**src/rtl/subleq_pkg.sv**
```systemverilog
// Shared subleq types and constants used by the core, host bridge and memory arbiter.
package subleq_pkg;

    localparam int unsigned ADDR_W = 13;
    localparam int unsigned DATA_W = 32;
    localparam int unsigned CNT_W  = 8;

    typedef enum logic {
        OWN_CPU  = 1'b0,
        OWN_HOST = 1'b1
    } owner_e;

    typedef enum logic {
        PRI_CPU  = 1'b0,
        PRI_HOST = 1'b1
    } pri_e;

    typedef struct packed {
        logic   valid;
        owner_e owner;
    } owner_tag_t;

    function automatic logic is_read(input logic gnt, input logic we);
        return gnt & ~we;
    endfunction

endpackage

```
**src/rtl/subleq_starve_ctr.sv**
```systemverilog
// Saturating host wait counter; the priority state flips to host once the count hits MAX_WAIT.
module subleq_starve_ctr
    import subleq_pkg::*;
#(
    parameter int unsigned MAX_WAIT = 4
) (
    input  logic iClock,
    input  logic iReset,
    input  logic iInc,
    input  logic iClr,
    output logic oAtMax
);

    localparam logic [CNT_W-1:0] MaxCnt = CNT_W'(MAX_WAIT);

    logic [CNT_W-1:0] cnt_q, cnt_d;
    pri_e             pri_q, pri_d;

    always_comb begin
        cnt_d = cnt_q;
        if (iClr) begin
            cnt_d = '0;
        end else if (iInc && (cnt_q != MaxCnt)) begin
            cnt_d = cnt_q + 1'b1;
        end
    end

    // Host priority is held until the host is served or withdraws.
    always_comb begin
        pri_d = pri_q;
        case (pri_q)
            PRI_CPU:  if (cnt_d == MaxCnt) pri_d = PRI_HOST;
            PRI_HOST: if (iClr) pri_d = PRI_CPU;
            default:  pri_d = PRI_CPU;
        endcase
    end

    always_ff @(posedge iClock) begin
        if (iReset) begin
            cnt_q <= '0;
            pri_q <= PRI_CPU;
        end else begin
            cnt_q <= cnt_d;
            pri_q <= pri_d;
        end
    end

    assign oAtMax = (pri_q == PRI_HOST);

endmodule

```
**src/rtl/subleq_mem_arbiter.sv**
```systemverilog
// Single-port memory arbiter between the subleq CPU sequencer and the host port.
module subleq_mem_arbiter
    import subleq_pkg::*;
#(
    parameter int unsigned ADDR_W   = subleq_pkg::ADDR_W,
    parameter int unsigned DATA_W   = subleq_pkg::DATA_W,
    parameter int unsigned MAX_WAIT = 4
) (
    input  logic              iClock,
    input  logic              iReset,

    input  logic              iCpuReq,
    input  logic              iCpuWe,
    input  logic [31:0]       iCpuAddr,
    input  logic [DATA_W-1:0] iCpuData,
    output logic              oCpuGnt,
    output logic              oCpuValid,
    output logic [DATA_W-1:0] oCpuQ,

    input  logic              iHostReq,
    input  logic              iHostWe,
    input  logic [31:0]       iHostAddr,
    input  logic [DATA_W-1:0] iHostData,
    output logic              oHostGnt,
    output logic              oHostValid,
    output logic [DATA_W-1:0] oHostQ,

    output logic [ADDR_W-1:0] oMemAddr,
    output logic [DATA_W-1:0] oMemData,
    output logic              oMemWren,
    input  logic [DATA_W-1:0] iMemQ
);

    logic       host_pri;
    logic       cpu_gnt, host_gnt;
    logic       host_wait;
    owner_tag_t tag_q, tag_d;

    // Upper address bits alias onto the memory and are intentionally dropped.
    logic unused_addr_bits;
    assign unused_addr_bits = ^{iCpuAddr[31:ADDR_W], iHostAddr[31:ADDR_W]};

    subleq_starve_ctr #(
        .MAX_WAIT (MAX_WAIT)
    ) u_starve (
        .iClock (iClock),
        .iReset (iReset),
        .iInc   (host_wait),
        .iClr   (~host_wait),
        .oAtMax (host_pri)
    );

    always_comb begin
        cpu_gnt  = 1'b0;
        host_gnt = 1'b0;
        if (!iReset) begin
            if (host_pri && iHostReq) begin
                host_gnt = 1'b1;
            end else if (iCpuReq) begin
                cpu_gnt = 1'b1;
            end else if (iHostReq) begin
                host_gnt = 1'b1;
            end
        end
    end

    assign host_wait = iHostReq & ~host_gnt;

    always_comb begin
        oMemAddr = iCpuAddr[ADDR_W-1:0];
        oMemData = iCpuData;
        oMemWren = cpu_gnt & iCpuWe;
        if (host_gnt) begin
            oMemAddr = iHostAddr[ADDR_W-1:0];
            oMemData = iHostData;
            oMemWren = iHostWe;
        end
    end

    always_comb begin
        tag_d.valid = is_read(cpu_gnt, iCpuWe) | is_read(host_gnt, iHostWe);
        tag_d.owner = host_gnt ? OWN_HOST : OWN_CPU;
    end

    always_ff @(posedge iClock) begin
        if (iReset) begin
            tag_q <= '0;
        end else begin
            tag_q <= tag_d;
        end
    end

    // Gating by reset also kills a read granted in the cycle just before reset.
    assign oCpuValid  = tag_q.valid & (tag_q.owner == OWN_CPU) & ~iReset;
    assign oHostValid = tag_q.valid & (tag_q.owner == OWN_HOST) & ~iReset;
    assign oCpuQ      = iMemQ;
    assign oHostQ     = iMemQ;
    assign oCpuGnt    = cpu_gnt;
    assign oHostGnt   = host_gnt;

endmodule

```
**config.mk**
```make
export PLATFORM = sky130hd
export DESIGN_NAME = subleq_mem_arbiter
export DESIGN_NICKNAME = d
export VERILOG_FILES = /design/src/rtl/subleq_pkg.sv /design/src/rtl/subleq_starve_ctr.sv /design/src/rtl/subleq_mem_arbiter.sv
export SDC_FILE = /design/constraint.sdc
export NUM_CORES = 1
export LEC_CHECK = 0
export BUFFER_PORTS_ARGS = -buffer_cell sky130_fd_sc_hd__buf_2
export CORE_AREA = 5 5 106 108
export DETAILED_ROUTE_END_ITERATION = 16
export DIE_AREA = 0 0 111 113
export PLACE_DENSITY = 0.6
export SLEW_MARGIN = 20
export SYNTH_ARGS = -nofsm -noshare
export SYNTH_HDL_FRONTEND = slang
export SYNTH_HIERARCHICAL = 1
export SYNTH_SLANG_ARGS = --single-unit
```
**constraint.sdc**
```tcl
create_clock -name iClock -period 2.55 [get_ports iClock]
set_clock_uncertainty 0.15 [all_clocks]
set_input_delay 0.1275 -clock iClock [delete_from_list [all_inputs] [get_ports iClock]]
set_output_delay 0.1275 -clock iClock [all_outputs]
set_load 0.01 [all_outputs]
```
==> metrics.yaml <==
worst_hold_path:
  whs_path_depth: 2
  min_path_type: "input pin to register"
  hold_end: "u_starve/cnt_q[4]"
  min_from: "iReset"
critical_path:
  path_buf_inv: 2
  cp-start-kind: "register"
  crit_arrival_ns: 1.73
  cpPeakStageDelay_ns: 0.39
  path_cells: "nand2b_4 -> nand3b_4 -> buf_12 -> mux2_2 -> buf_2"
  worst_r2r_path_depth: 8
  critPathKind: "register to output pin"
  path_max_fanout: 29
  r2r_start: "u_starve/oAtMax"
  critPathCaptureType: "output pin"
  reg2reg_slack_ns: 0.56
  path_delay_family: "buffers and inverters"
  slowest_stage: "mux2_2"
  cp.required_ns: 2.27
  timing.rr.end: "u_starve/oAtMax"
global_routing:
  antenna_found_initial: 0
  grt_pass1_wl_mm: 9.36
  grt_pass1_vias: 1599
  globalRouteOverflowTotal: 0
  grt_use_total_pct: 9.27
  grt_max_degree: 30
layout:
  syn2layout_area_growth_pct: 23.9
  antenna_cells: 0
  final-instance-count-excl-fill: 415
  drive_gt1_share_pct: 72.4
  final_nets: 448
timing:
  worstMarginPinSlew_ns: 0.310
  post-route-period-util_pct: 78.8
  max_freq_ghz: 0.498
  setup_viol: 0
  slew_viol_final: 0
  slew_headroom_pct: 79.3
  rsz0062_at_grt: "false"
  timing.setup.tns_ns: 0
  hold_viol: 0
  holdWs_ns: 0.0480
  period_needed_ns: 2.01
pwr:
  ir_worst_vdd_mv: 0.281
  switching_share_pct: 30.7
  power.share.clock_pct: 27.2
  power.switching_mw: 0.200
  power_mw: 0.650
  power_frac_comb_pct: 45.7
  cellPowerDensity_nw_per_um2: 285
  cellInternalPower_mw: 0.451
  pwr-share-seq_pct: 27.1
  p_leak_nw: 1.23
logic_synthesis:
  synthTopCellsByArea: "buf_4 26%, mux2_4 23%, dfxtp_1 12%, mux2_2 10%, buf_6 3.1%"
  yosysWarningCount: 6
  ys.flop_type: "dfxtp_1"
  yosysTopAreaCell: "buf_4"
  yosysMostFrequentCell: "buf_4"
  synth_commonest_cells: "64 x buf_4, 28 x mux2_4, 17 x mux2_2, 11 x dfxtp_1"
  synth_edf_count: 0
  synth_cell_types: 40
  syn_area_sq_um: 1840
  synthCells: 197
  yosysSeqAreaShare_pct: 12.0
  ys_seq_elements: 11
  avgSynthCellArea_sq_um: 9.34
  yosys.area.top_type_share_pct: 26.1
  synth_nets: 365
  async_reset_ff_share_pct: 0
clock_tree:
  clkSinkCount: 11
  tritoncts: "built"
  clockBufferDepth: 2
  h-tree-depth: 1
  clkSlewWorstSetupHoldPaths_ns: 0.05
  numCtsBuffers: 3
  worstSkewPairLatency_ns: 0.24
  cts_root_buf: "clkbuf_8"
detailed_routing:
  drcViolationCount: 0
  vias: 1582
  wl_per_cell_microns: 15.7
  drt_iter0_markers: 75
  ant_nets: 0
  drt-total-wl_mm: 6.53
  drt-pass1-iter-count: 4
  avgViaCountPerCell: 3.81
floorplanning:
  start_util_pct: 18.1
  die_y_microns: 113
  die_x_microns: 111
  io_pins: 280
  fp-row-count: 37
  core-area_sq_um: 10100
  dieArea_sq_um: 12500
outcome:
  status: "finished, final reports clean"
run:
  maxCapViolCount: 0
placed_design:
  dp_hpwl_mm: 5.67
  placed_cells: 410
  io_buffers: 145
  place_congestion: 0.873
cell families (layout without fill, tap and decap cells):
group / Yosys count / count (layout) / share of synthesized area [%]
XOR/XNOR: 4 / 4 / 1.91
AND/OR/NAND/NOR: 36 / 36 / 12.9
multiplexers: 47 / 47 / 34.4
adder cells (fa/ha/maj): 2 / 2 / 1.36
flip-flops: 11 / 11 / 12.0
buffers and inverters: 79 / 161 / 31.3
AO/OA/AOI/OAI: 18 / 18 / 6.26
power groups by stage:
stage                     Combinational (mW)  Sequential (mW)  Clock (mW)
final                                  0.297            0.177       0.177
after global routing                   0.321            0.177       0.191
after detailed placement               0.298            0.180           0
after global placement                 0.296            0.180           0
after floorplan                        0.248            0.179           0
after CTS                              0.303            0.176       0.183
worst max path at each step:
stage,startpoint,end,slack [ns],cells after the start
6_report,u_starve/oAtMax,oMemAddr[12],0.54,5
5_1_grt,u_starve/oAtMax,u_starve/oAtMax,0.38,8
2_1_floorplan,u_starve/oAtMax,u_starve/oAtMax,0.54,8
3_3_place_gp,u_starve/oAtMax,u_starve/oAtMax,0.59,8
3_5_place_dp,u_starve/oAtMax,u_starve/oAtMax,0.56,8
4_1_cts,u_starve/oAtMax,oMemAddr[7],0.50,5
cells in the final DEF (no fill, tap or decap), drive strengths merged, types with 3 or more instances in the layout:
cell type | synthesis | layout
inv | 8 | 8
dfxtp | 11 | 11
nor2 | 8 | 8
buf | 70 | 148
a21oi | 6 | 6
mux2 | 45 | 45
nor3 | 3 | 3
clkbuf | 1 | 4
nand2 | 6 | 6
or2 | 3 | 3
o21ai | 3 | 3
metrics by stage:
stage | cell area [sq um] | setup slack [ns] | util (%)
2_1_floorplan | 1840 | 0.536 | -
4_1_cts | 2280 | 0.505 | 22.5
5_1_grt | 2280 | 0.384 | 22.5
6_report | 2280 | 0.541 | 22.5
3_5_place_dp | 2220 | 0.556 | 21.9
3_3_place_gp | 2220 | 0.587 | 21.9
repair_timing:
item                                   in CTS  in global routing
buffers inserted                            0                  0
endpoints found under the hold margin       1                  0
hold buffers                                1                  0
setup endpoints to repair                   0                  0
resized for setup                           0                  0
worst register-to-register path: cells and delay by family, from the launching register on:
| kind | cells | cell delay (ns) |
|---|---|---|
| compound gates | 3 | 0.53 |
| buf+inv | 1 | 0.18 |
| xor+xnor | 1 | 0.16 |
| flops | 1 | 0.36 |
| simple gates | 3 | 0.52 |
flip-flops by register name, summed over array words and instances, names as in the netlist:
| name | flops |
|---|---|
| tag_q | 2 |
| u_starve/cnt_q | 8 |
| u_starve/oAtMax | 1 |
final cells by class:
type / instances / area [sq um]
clock buffer: 4 / 45.0
sequential: 11 / 220
timing repair buffer: 149 / 771
inverter: 8 / 30.0
tap: 136 / 170
multi-input combinational: 107 / 1040
fill: 1105 / 7860
per-layer routing:
layer | routed length, microns | share of wire (%) | up-vias | track usage, %
li1 | - | - | 774 | -
met1 | 2690 | 41 | 704 | 11.4
met3 | 612 | 9.4 | 16 | 3.48
met5 | 0 | 0 | - | 0
met2 | 3150 | 48 | 88 | 15.7
met4 | 76 | 1.2 | 0 | 1.72
No activity file was read; power rests on OpenSTA's default activity.
